$ cat src/rtl/regbus_cmd_master_if.sv
// Command port, response port and register-bus signals of regbus_cmd_master.
// The master modport is the initiator's view; slave is the environment's view.
interface regbus_cmd_master_if;
    logic        cmd_valid;
    logic        cmd_ready;
    logic [1:0]  cmd_op;
    logic [13:0] cmd_addr;
    logic [15:0] cmd_data;
    logic [15:0] cmd_mask;
    logic        rsp_valid;
    logic        rsp_ready;
    logic [15:0] rsp_data;
    logic [1:0]  rsp_status;
    logic        busy;
    logic        wr_en;
    logic        rd_en;
    logic [13:0] addr;
    logic [15:0] write_data;
    logic [15:0] read_data;

    modport master (
        input  cmd_valid, cmd_op, cmd_addr, cmd_data, cmd_mask, rsp_ready, read_data,
        output cmd_ready, rsp_valid, rsp_data, rsp_status, busy,
               wr_en, rd_en, addr, write_data
    );

    modport slave (
        output cmd_valid, cmd_op, cmd_addr, cmd_data, cmd_mask, rsp_ready, read_data,
        input  cmd_ready, rsp_valid, rsp_data, rsp_status, busy,
               wr_en, rd_en, addr, write_data
    );
endinterface

$ cat src/rtl/regbus_cmd_master.sv
// Register-bus command master: queues WRITE/READ/POLL commands in a small FIFO,
// runs each one as single-cycle bus accesses and returns one response per command.
module regbus_cmd_master #(
    parameter int CMD_DEPTH  = 4,
    parameter int RD_LATENCY = 0,
    parameter int POLL_MAX   = 16,
    parameter int POLL_GAP   = 4
) (
    input  logic                clk,
    input  logic                rst,
    regbus_cmd_master_if.master bus
);
    localparam int PTR_W = $clog2(CMD_DEPTH);
    localparam int CNT_W = PTR_W + 1;
    localparam int ATT_W = $clog2(POLL_MAX + 1);
    localparam int LAT_W = $clog2(RD_LATENCY + 2);
    localparam int GAP_W = $clog2(POLL_GAP + 2);

    localparam logic [1:0] OP_WRITE   = 2'b00;
    localparam logic [1:0] OP_READ    = 2'b01;
    localparam logic [1:0] OP_POLL    = 2'b10;
    localparam logic [1:0] RS_OK      = 2'b00;
    localparam logic [1:0] RS_TIMEOUT = 2'b01;
    localparam logic [1:0] RS_ILLEGAL = 2'b10;

    typedef enum logic [2:0] {S_IDLE, S_WRITE, S_READ, S_RDWAIT, S_GAP, S_RESP} state_t;

    typedef struct packed {
        logic [1:0]  op;
        logic [13:0] addr;
        logic [15:0] data;
        logic [15:0] mask;
    } cmd_t;

    // Masked compare used to decide whether a POLL read has reached its target.
    function automatic logic poll_match(input logic [15:0] sample,
                                        input logic [15:0] exp_val,
                                        input logic [15:0] mask);
        return (sample & mask) == (exp_val & mask);
    endfunction

    cmd_t             fifo_mem_r [CMD_DEPTH];
    logic [PTR_W-1:0] wr_ptr_r, rd_ptr_r;
    logic [CNT_W-1:0] count_r;
    logic             empty_s, full_s, push_s, pop_s;
    cmd_t             head_s;

    state_t           state_r;
    logic [1:0]       op_r;
    logic [15:0]      exp_r, mask_r;
    logic [ATT_W-1:0] att_r, att_inc_s;
    logic [LAT_W-1:0] lat_r;
    logic [GAP_W-1:0] gap_r;
    logic [13:0]      addr_r;
    logic [15:0]      write_data_r, rsp_data_r;
    logic             wr_en_r, rd_en_r, rsp_valid_r;
    logic [1:0]       rsp_status_r;

    state_t           eval_state_s;
    logic             eval_valid_s, eval_rd_s;
    logic [1:0]       eval_status_s;

    // FIFO status and the push/pop decisions for this cycle.
    always_comb begin
        empty_s = (count_r == '0);
        full_s  = (count_r == CNT_W'(CMD_DEPTH));
        push_s  = bus.cmd_valid && !full_s;
        pop_s   = (state_r == S_IDLE) && !empty_s;
        head_s  = fifo_mem_r[rd_ptr_r];
    end

    // Command FIFO storage, pointers and occupancy.
    always_ff @(posedge clk or posedge rst) begin
        if (rst) begin
            wr_ptr_r <= '0;
            rd_ptr_r <= '0;
            count_r  <= '0;
            for (int i = 0; i < CMD_DEPTH; i++) begin
                fifo_mem_r[i] <= '0;
            end
        end else begin
            if (push_s) begin
                fifo_mem_r[wr_ptr_r] <= '{op: bus.cmd_op, addr: bus.cmd_addr,
                                          data: bus.cmd_data, mask: bus.cmd_mask};
                wr_ptr_r <= wr_ptr_r + PTR_W'(1);
            end
            if (pop_s) begin
                rd_ptr_r <= rd_ptr_r + PTR_W'(1);
            end
            if (push_s && !pop_s) begin
                count_r <= count_r + CNT_W'(1);
            end else if (pop_s && !push_s) begin
                count_r <= count_r - CNT_W'(1);
            end
        end
    end

    // Outcome of the read sampled this cycle: finish, retry now, or retry after a gap.
    always_comb begin
        att_inc_s     = att_r + ATT_W'(1);
        eval_state_s  = S_RESP;
        eval_valid_s  = 1'b1;
        eval_status_s = RS_OK;
        eval_rd_s     = 1'b0;
        if (op_r != OP_POLL || poll_match(bus.read_data, exp_r, mask_r)) begin
            eval_status_s = RS_OK;
        end else if (att_inc_s == ATT_W'(POLL_MAX)) begin
            eval_status_s = RS_TIMEOUT;
        end else if (POLL_GAP == 0) begin
            eval_state_s = S_READ;
            eval_valid_s = 1'b0;
            eval_rd_s    = 1'b1;
        end else begin
            eval_state_s = S_GAP;
            eval_valid_s = 1'b0;
        end
    end

    // Command sequencer; bus strobes and response fields are set on state entry.
    always_ff @(posedge clk or posedge rst) begin
        if (rst) begin
            state_r      <= S_IDLE;
            op_r         <= 2'b00;
            exp_r        <= '0;
            mask_r       <= '0;
            att_r        <= '0;
            lat_r        <= '0;
            gap_r        <= '0;
            addr_r       <= '0;
            write_data_r <= '0;
            wr_en_r      <= 1'b0;
            rd_en_r      <= 1'b0;
            rsp_valid_r  <= 1'b0;
            rsp_data_r   <= '0;
            rsp_status_r <= 2'b00;
        end else begin
            case (state_r)
                S_IDLE: begin
                    if (pop_s) begin
                        op_r   <= head_s.op;
                        exp_r  <= head_s.data;
                        mask_r <= head_s.mask;
                        addr_r <= head_s.addr;
                        att_r  <= '0;
                        lat_r  <= '0;
                        gap_r  <= '0;
                        case (head_s.op)
                            OP_WRITE: begin
                                write_data_r <= head_s.data;
                                wr_en_r      <= 1'b1;
                                state_r      <= S_WRITE;
                            end
                            OP_READ, OP_POLL: begin
                                rd_en_r <= 1'b1;
                                state_r <= S_READ;
                            end
                            default: begin
                                rsp_valid_r  <= 1'b1;
                                rsp_data_r   <= '0;
                                rsp_status_r <= RS_ILLEGAL;
                                state_r      <= S_RESP;
                            end
                        endcase
                    end
                end
                S_WRITE: begin
                    wr_en_r      <= 1'b0;
                    rsp_valid_r  <= 1'b1;
                    rsp_data_r   <= exp_r;
                    rsp_status_r <= RS_OK;
                    state_r      <= S_RESP;
                end
                S_READ: begin
                    rd_en_r <= 1'b0;
                    lat_r   <= '0;
                    if (RD_LATENCY == 0) begin
                        rsp_data_r   <= bus.read_data;
                        att_r        <= att_inc_s;
                        rsp_valid_r  <= eval_valid_s;
                        rsp_status_r <= eval_status_s;
                        rd_en_r      <= eval_rd_s;
                        state_r      <= eval_state_s;
                    end else begin
                        state_r <= S_RDWAIT;
                    end
                end
                S_RDWAIT: begin
                    if (lat_r == LAT_W'(RD_LATENCY - 1)) begin
                        rsp_data_r   <= bus.read_data;
                        att_r        <= att_inc_s;
                        rsp_valid_r  <= eval_valid_s;
                        rsp_status_r <= eval_status_s;
                        rd_en_r      <= eval_rd_s;
                        state_r      <= eval_state_s;
                    end else begin
                        lat_r <= lat_r + LAT_W'(1);
                    end
                end
                S_GAP: begin
                    if (gap_r == GAP_W'(POLL_GAP - 1)) begin
                        gap_r   <= '0;
                        rd_en_r <= 1'b1;
                        state_r <= S_READ;
                    end else begin
                        gap_r <= gap_r + GAP_W'(1);
                    end
                end
                S_RESP: begin
                    if (bus.rsp_ready) begin
                        rsp_valid_r <= 1'b0;
                        state_r     <= S_IDLE;
                    end
                end
                default: begin
                    wr_en_r     <= 1'b0;
                    rd_en_r     <= 1'b0;
                    rsp_valid_r <= 1'b0;
                    state_r     <= S_IDLE;
                end
            endcase
        end
    end

    // cmd_ready and busy derive only from registered state, so they react to rst at once.
    assign bus.cmd_ready  = !full_s;
    assign bus.busy       = !empty_s || (state_r != S_IDLE);
    assign bus.wr_en      = wr_en_r;
    assign bus.rd_en      = rd_en_r;
    assign bus.addr       = addr_r;
    assign bus.write_data = write_data_r;
    assign bus.rsp_valid  = rsp_valid_r;
    assign bus.rsp_data   = rsp_data_r;
    assign bus.rsp_status = rsp_status_r;
endmodule

$ cat src/flat_wrapper.sv
// flat-port wrapper written by rule: the top's interface ports become plain ports
module regbus_cmd_master_flat 
#(
    parameter int CMD_DEPTH  = 4,
    parameter int RD_LATENCY = 0,
    parameter int POLL_MAX   = 16,
    parameter int POLL_GAP   = 4
)
  (clk, rst, bus_cmd_valid, bus_cmd_op, bus_cmd_addr, bus_cmd_data, bus_cmd_mask, bus_rsp_ready, bus_read_data, bus_cmd_ready, bus_rsp_valid, bus_rsp_data, bus_rsp_status, bus_busy, bus_wr_en, bus_rd_en, bus_addr, bus_write_data);
  regbus_cmd_master_if bus_i ();
  input  logic clk;
  input  logic rst;
  input wire logic [$bits(bus_i.cmd_valid)-1:0] bus_cmd_valid;
  input wire logic [$bits(bus_i.cmd_op)-1:0] bus_cmd_op;
  input wire logic [$bits(bus_i.cmd_addr)-1:0] bus_cmd_addr;
  input wire logic [$bits(bus_i.cmd_data)-1:0] bus_cmd_data;
  input wire logic [$bits(bus_i.cmd_mask)-1:0] bus_cmd_mask;
  input wire logic [$bits(bus_i.rsp_ready)-1:0] bus_rsp_ready;
  input wire logic [$bits(bus_i.read_data)-1:0] bus_read_data;
  output wire logic [$bits(bus_i.cmd_ready)-1:0] bus_cmd_ready;
  output wire logic [$bits(bus_i.rsp_valid)-1:0] bus_rsp_valid;
  output wire logic [$bits(bus_i.rsp_data)-1:0] bus_rsp_data;
  output wire logic [$bits(bus_i.rsp_status)-1:0] bus_rsp_status;
  output wire logic [$bits(bus_i.busy)-1:0] bus_busy;
  output wire logic [$bits(bus_i.wr_en)-1:0] bus_wr_en;
  output wire logic [$bits(bus_i.rd_en)-1:0] bus_rd_en;
  output wire logic [$bits(bus_i.addr)-1:0] bus_addr;
  output wire logic [$bits(bus_i.write_data)-1:0] bus_write_data;
  assign bus_i.cmd_valid = bus_cmd_valid;
  assign bus_i.cmd_op = bus_cmd_op;
  assign bus_i.cmd_addr = bus_cmd_addr;
  assign bus_i.cmd_data = bus_cmd_data;
  assign bus_i.cmd_mask = bus_cmd_mask;
  assign bus_i.rsp_ready = bus_rsp_ready;
  assign bus_i.read_data = bus_read_data;
  assign bus_cmd_ready = bus_i.cmd_ready;
  assign bus_rsp_valid = bus_i.rsp_valid;
  assign bus_rsp_data = bus_i.rsp_data;
  assign bus_rsp_status = bus_i.rsp_status;
  assign bus_busy = bus_i.busy;
  assign bus_wr_en = bus_i.wr_en;
  assign bus_rd_en = bus_i.rd_en;
  assign bus_addr = bus_i.addr;
  assign bus_write_data = bus_i.write_data;
  regbus_cmd_master #(.CMD_DEPTH(CMD_DEPTH), .RD_LATENCY(RD_LATENCY), .POLL_MAX(POLL_MAX), .POLL_GAP(POLL_GAP)) u_core (.clk(clk), .rst(rst), .bus(bus_i));
endmodule
$ cat config.mk
export PLATFORM = sky130hd
export DESIGN_NAME = regbus_cmd_master_flat
export DESIGN_NICKNAME = d
export VERILOG_FILES = /design/src/rtl/regbus_cmd_master_if.sv /design/src/rtl/regbus_cmd_master.sv /design/src/flat_wrapper.sv
export SDC_FILE = /design/constraint.sdc
export NUM_CORES = 1
export LEC_CHECK = 0
export ABC_AREA = 1
export CELL_PAD_IN_SITES_DETAIL_PLACEMENT = 0
export CELL_PAD_IN_SITES_GLOBAL_PLACEMENT = 1
export CORE_MARGIN = 2
export CORE_UTILIZATION = 53
export DETAILED_ROUTE_END_ITERATION = 10
export DONT_BUFFER_PORTS = 1
export PLACE_DENSITY = 0.94
export SLEW_MARGIN = 0
export SYNTH_ARGS = -nofsm -noshare
export SYNTH_HDL_FRONTEND = slang
export SYNTH_SLANG_ARGS = --single-unit
$ cat constraint.sdc
create_clock -name clk -period 17 [get_ports clk]
set_input_delay 2.55 -clock clk [delete_from_list [all_inputs] [get_ports clk]]
set_output_delay 2.55 -clock clk [all_outputs]
set_load 0.02 [all_outputs]
-- After elaboration in Yosys (flattened, before gate mapping)
Index checks and enable logic that the tools add are counted.
- add/subtract/negate cells: 7
- $lt $le $gt $ge: 3
- equal/unequal tests: 19
- muxes and demuxes: 50
- bitwise operators: 7
- reduce and logical (&&, ||, !) cells: 33
- operators by type and width (kind ; number):
    $bwmux 192 ; 1
    $mux 48 ; 3
    $bmux 48 s2 ; 1
    $demux 48 s2 ; 1
    $pmux 16 s4 ; 1
    $mux 16 ; 3
    $and 16x16->16 ; 2
    $mux 3 ; 9
    $pmux 3 s6 ; 1
    $eq 16x16->1 ; 1
    $mux 1 ; 16
    $pmux 5 s3 ; 1
    $pmux 3 s2 ; 2
    $mux 5 ; 2
    $ne 2x2->1 const B ; 5
    $reduce_and 5->1 ; 2
    $eq 3x2->1 const B ; 3
    $eq 3x3->1 const B ; 3
    $reduce_and 3->1 ; 3
    $mux 2 ; 4
    $pmux 2 s4 ; 1
    $reduce_and 4->1 ; 2
    $add 3x1->3 const B ; 2
    $ge 3x3->1 const B ; 2
    28 further kinds ; 48
- bits in registers: 296
- input port bits: 68
- output and inout bits: 53
- logic and storage cells: 152

-- Depth between registers and ports, before layout
- depth after elaboration: 9
- depth in mapped cells: 13

-- Worst setup path before layout
Ideal clock, no wire load.
- path type: input to register
- from: in bus_cmd_valid
- to: reg u_core.count_r[2]
- setup time: 0.131 ns
- data arrival time: 3.752 ns
- required time: 16.869 ns
- setup slack: 13.117 ns
- stages on the path: 8
- cells stage by stage: nand2_1 -> inv_1 -> ha_1 -> inv_1 -> fa_1 -> a21oi_1 -> o21ai_0 -> xor2_1
- longest elaborated chain between the ends: 4
- elaborated cells between the ends (all ways): 6
- classes of those cells: 1 x mux; 5 x reduce/logical
- ends and longest elaborated chain (what ; line ; RTL):
    start, declared ; flat_wrapper.sv:13 ; input wire logic [$bits(bus_i.cmd_valid)-1:0] bus_cmd_valid;
    $logic_and 1x1->1 * ; regbus_cmd_master.sv:67 ; push_s = bus.cmd_valid && !full_s;
    via u_core.push_s ; regbus_cmd_master.sv:45 ; logic empty_s, full_s, push_s, pop_s;
    $logic_not 1->1 ; regbus_cmd_master.sv:92 ; end else if (pop_s && !push_s) begin
    $logic_and 1x1->1 ; regbus_cmd_master.sv:92 ;
    $reduce_bool 2->1 (no source line) ; - ;
    end signal, assigned ; regbus_cmd_master.sv:91 ; count_r <= count_r + CNT_W'(1);
    end signal, assigned ; regbus_cmd_master.sv:93 ; count_r <= count_r - CNT_W'(1);
    end, declared ; regbus_cmd_master.sv:44 ; logic [CNT_W-1:0] count_r;
Mark *: on every way through the listed nets, which the timed path passes. The rest lies on a longest branch.
A chain may end at the register's enable or synchronous reset.

-- Worst setup path in the final report
- from: reg u_core.state_r[2]
- to: out bus_busy
- longest elaborated chain between the ends: 2
- ends and longest elaborated chain (what ; line ; RTL):
    start, declared ; regbus_cmd_master.sv:48 ; state_t state_r;
    start signal, assigned ; regbus_cmd_master.sv:182 ; state_r <= eval_state_s;
    start signal, assigned ; regbus_cmd_master.sv:194 ; state_r <= eval_state_s;
    $reduce_bool 3->1 ; regbus_cmd_master.sv:226 ; assign bus.busy = !empty_s || (state_r != S_IDLE);
    $logic_or 1x1->1 ; regbus_cmd_master.sv:226 ;
    end, declared ; flat_wrapper.sv:24 ; output wire logic [$bits(bus_i.busy)-1:0] bus_busy;
Every way passes these cells.

==> reports/summary.txt <==
Global-route wire length before repair: 48010 um
Dpl hpwl: 18460 um
CP max FO: 15
Setup violators final: 0
Outcome: finished, final reports clean
Synth Area in Simple Gates: 10.35%
RSZ-0062 raised after global routing: no
Post-synth cell types: 35
1st-pass router iterations: 7
Post-Syn Area: 13200 um^2
Die height: 161.8 um
H-tree depth: 1
CORE AREA: 24390 um^2
Share of layout cells above drive strength 1: 15.18%
Post-synthesis cell count: 1345
Avg Cell Area, Syn: 9.811 um^2
DRT iter0 DRCs: 716
Warnings from Yosys: 0
R2R cell count: 6
Post-synth EDFFs: 0
Setup Buffers After CTS: 0
Total CTS buffers: 31
CTS tree: done
Reg clk slew, reported paths: 60 ps
Via count of the first global-routing pass: 8979
Antenna violations before repair: 0
Internal reg-to-reg setup slack: 13030 ps
Leak: 0.006476 uW
Adder-cell share of the synthesized area: 1.195%
Clk root buf: clkbuf_16
TritonCTS Sinks: 296
Largest net degree at the start of global routing: 171
Number of fill cells: 2091
Hold Crit Class: flop to flop
Most frequent cells in the layout: dfrtp_1 (294), nand2_1 (208), o21ai_0 (197)
Wirelength per Cell: 17.83 um
DRC Markers: 0
Main synth FF type: dfrtp_1
Slew headroom: 34.57%
FF-to-FF Start: u_core.rd_ptr_r[1]
Power per cell area: 215.5 nW/um^2
Synth Area in Compound Gates: 14.42%
Maximum clock insertion buffer count: 3
I/O Pins: 121
Max Cap Viol: 0
Row count: 57
Routed vias: 9152
Post-synthesis mux area share: 10.84%
Tcrit/Tclk final: 27.16%
Critical path arrival: 2070 ps
Combinational family with the most area after synthesis: compound AO/OA/AOI/OAI gates
Placer's final routability congestion estimate: 0.8318
Routed Antenna Nets: 0
Xor/xnor share of the synthesized area: 0.4646%
Hold Fails Final Rpt: 0
Worst VDD drop: 0.0001206 V
Setup Crit Path Kind: flop to output pin
Post-CTS sizing: 0
Critical Path RT: 14450 ps
Final core occ: 59.26%
Register area: 7415 um^2
Register bit count reported by yosys: 296
Worst reg2reg endpoint: u_core.bus.rsp_data[8]
Die ar.: 26170 um^2
TNS Setup: 0 ps
Final net count: 1387
Worst Tran Pin Value: 981.4 ps
Hold Buf Count CTS: 0
Multi-input logic area: 4949 um^2
Clk_skew: 15.36 ps
Setup crit start kind: flop
F_max: 216.5 MHz
Hold EP: u_core.gap_r[2]
Post-synthesis net count: 1425
Die width: 161.8 um
Synth async-reset ratio: 100.0%
Post-Route WL: 29520 um
CP Capture Type: output pin
Post-synthesis sequential area ratio: 56.14%
Cells on Worst Hold Path: 1
Initial core utilization: 54.10%
HP Start: u_core.gap_r[2]
Gr ovfl total: 0
DR vias/cell: 5.530
Final Critical Period: 4618 ps
Clock Latency Late Sink: 560 ps
Area grow syn2layout: 9.539%
Commonest non-fill, non-tap cell in the layout: dfrtp_1
N_diodes: 0
Final slew viol count: 0
Port-buffer cells: 0
GRT Overall Usage: 22.83%
==> logic make-up after synthesis <==
group,after synthesis
buffers and inverters,218
adders and majority gates,12
AOI/OAI and AO/OA,343
muxes,124
and+or+nand+nor,345
DFF,296
xor gates and xnor gates,7
==> worst max-delay path, cell delays in order (launching register included) <==
cell,delay [ps]
dfrtp_1,580
inv_2,320
nand2_2,130
nor2_1,300
inv_1,190
==> layout make-up <==
type	instances	area share [%]
Tap cell	324	2.805
Timing Repair Buffer	8	0.5021
Inverter	139	3.662
Sequential cell	296	51.30
Clock buffer	43	6.233
Clock inverter	14	1.264
Multi-Input combinational cell	831	34.24
==> worst max path at each step <==
stage	slack [ps]	cells after the start	startpoint	to
after detailed placement	12780	4	bus_cmd_valid	u_core.fifo_mem_r[117]
after CTS	12400	4	u_core.state_r[2]	bus_busy
final	12380	4	u_core.state_r[2]	bus_busy
after global routing	12270	4	u_core.state_r[2]	bus_busy
after floorplan	6270	1	rst	u_core.att_r[0]
after global placement	12820	4	bus_cmd_valid	u_core.fifo_mem_r[121]
==> power breakdown <==
group	switching (uW)	internal [uW]
Sequential	308	1050
Combinational	622	435
Clock	275	430
==> stage by stage <==
step	instances	worst slack (ps)	total power [uW]	area (um^2)	hold WS, ps
after CTS	1655	12400	3136	14450	492.3
after global routing	1655	12270	3349	14450	515.5
final	1655	12380	3114	14450	489.5
after global placement	1598	12820	2369	13370	469.7
after detailed placement	1598	12780	2420	13370	477.4
after floorplan	1345	6274	2137	13200	453.7
==> layer usage <==
metal  routed length [um]  global-route usage [%]  up-vias
li1                     -                       -     4408
met2                14070                   38.05      222
met4                  522                   4.505        0
met3                 1884                   4.903       36
met5                    0                       0        -
met1                13040                   31.28     4486
==> cell usage after synthesis (27+ instances only) <==
master | instances | area, um^2
inv_1 | 137 | 514.2
clkbuf_1 | 36 | 135.1
a21oi_1 | 55 | 275.3
o21ai_0 | 197 | 986.0
mux2_2 | 115 | 1295
a31oi_1 | 30 | 187.7
nor2_1 | 100 | 375.4
dfrtp_1 | 296 | 7407
nand3_1 | 27 | 135.1
buf_2 | 29 | 145.1
o211ai_1 | 30 | 225.2
nand2_1 | 208 | 780.8
==> flip-flops by register name, summed over array words and instances, names as in the netlist <==
register	flops
u_core.bus.rsp_status	2
u_core.att_r	5
u_core.fifo_mem_r	192
u_core.bus.wr_en	1
u_core.bus.rsp_data	16
u_core.bus.rsp_valid	1
u_core.rd_ptr_r	2
u_core.bus.write_data	16
u_core.exp_r	16
u_core.lat_r	1
u_core.count_r	3
u_core.op_r	2
u_core.wr_ptr_r	2
u_core.gap_r	3
u_core.bus.addr	14
u_core.state_r	3
u_core.mask_r	16
u_core.bus.rd_en	1
Power figures use the tool's default switching activity.
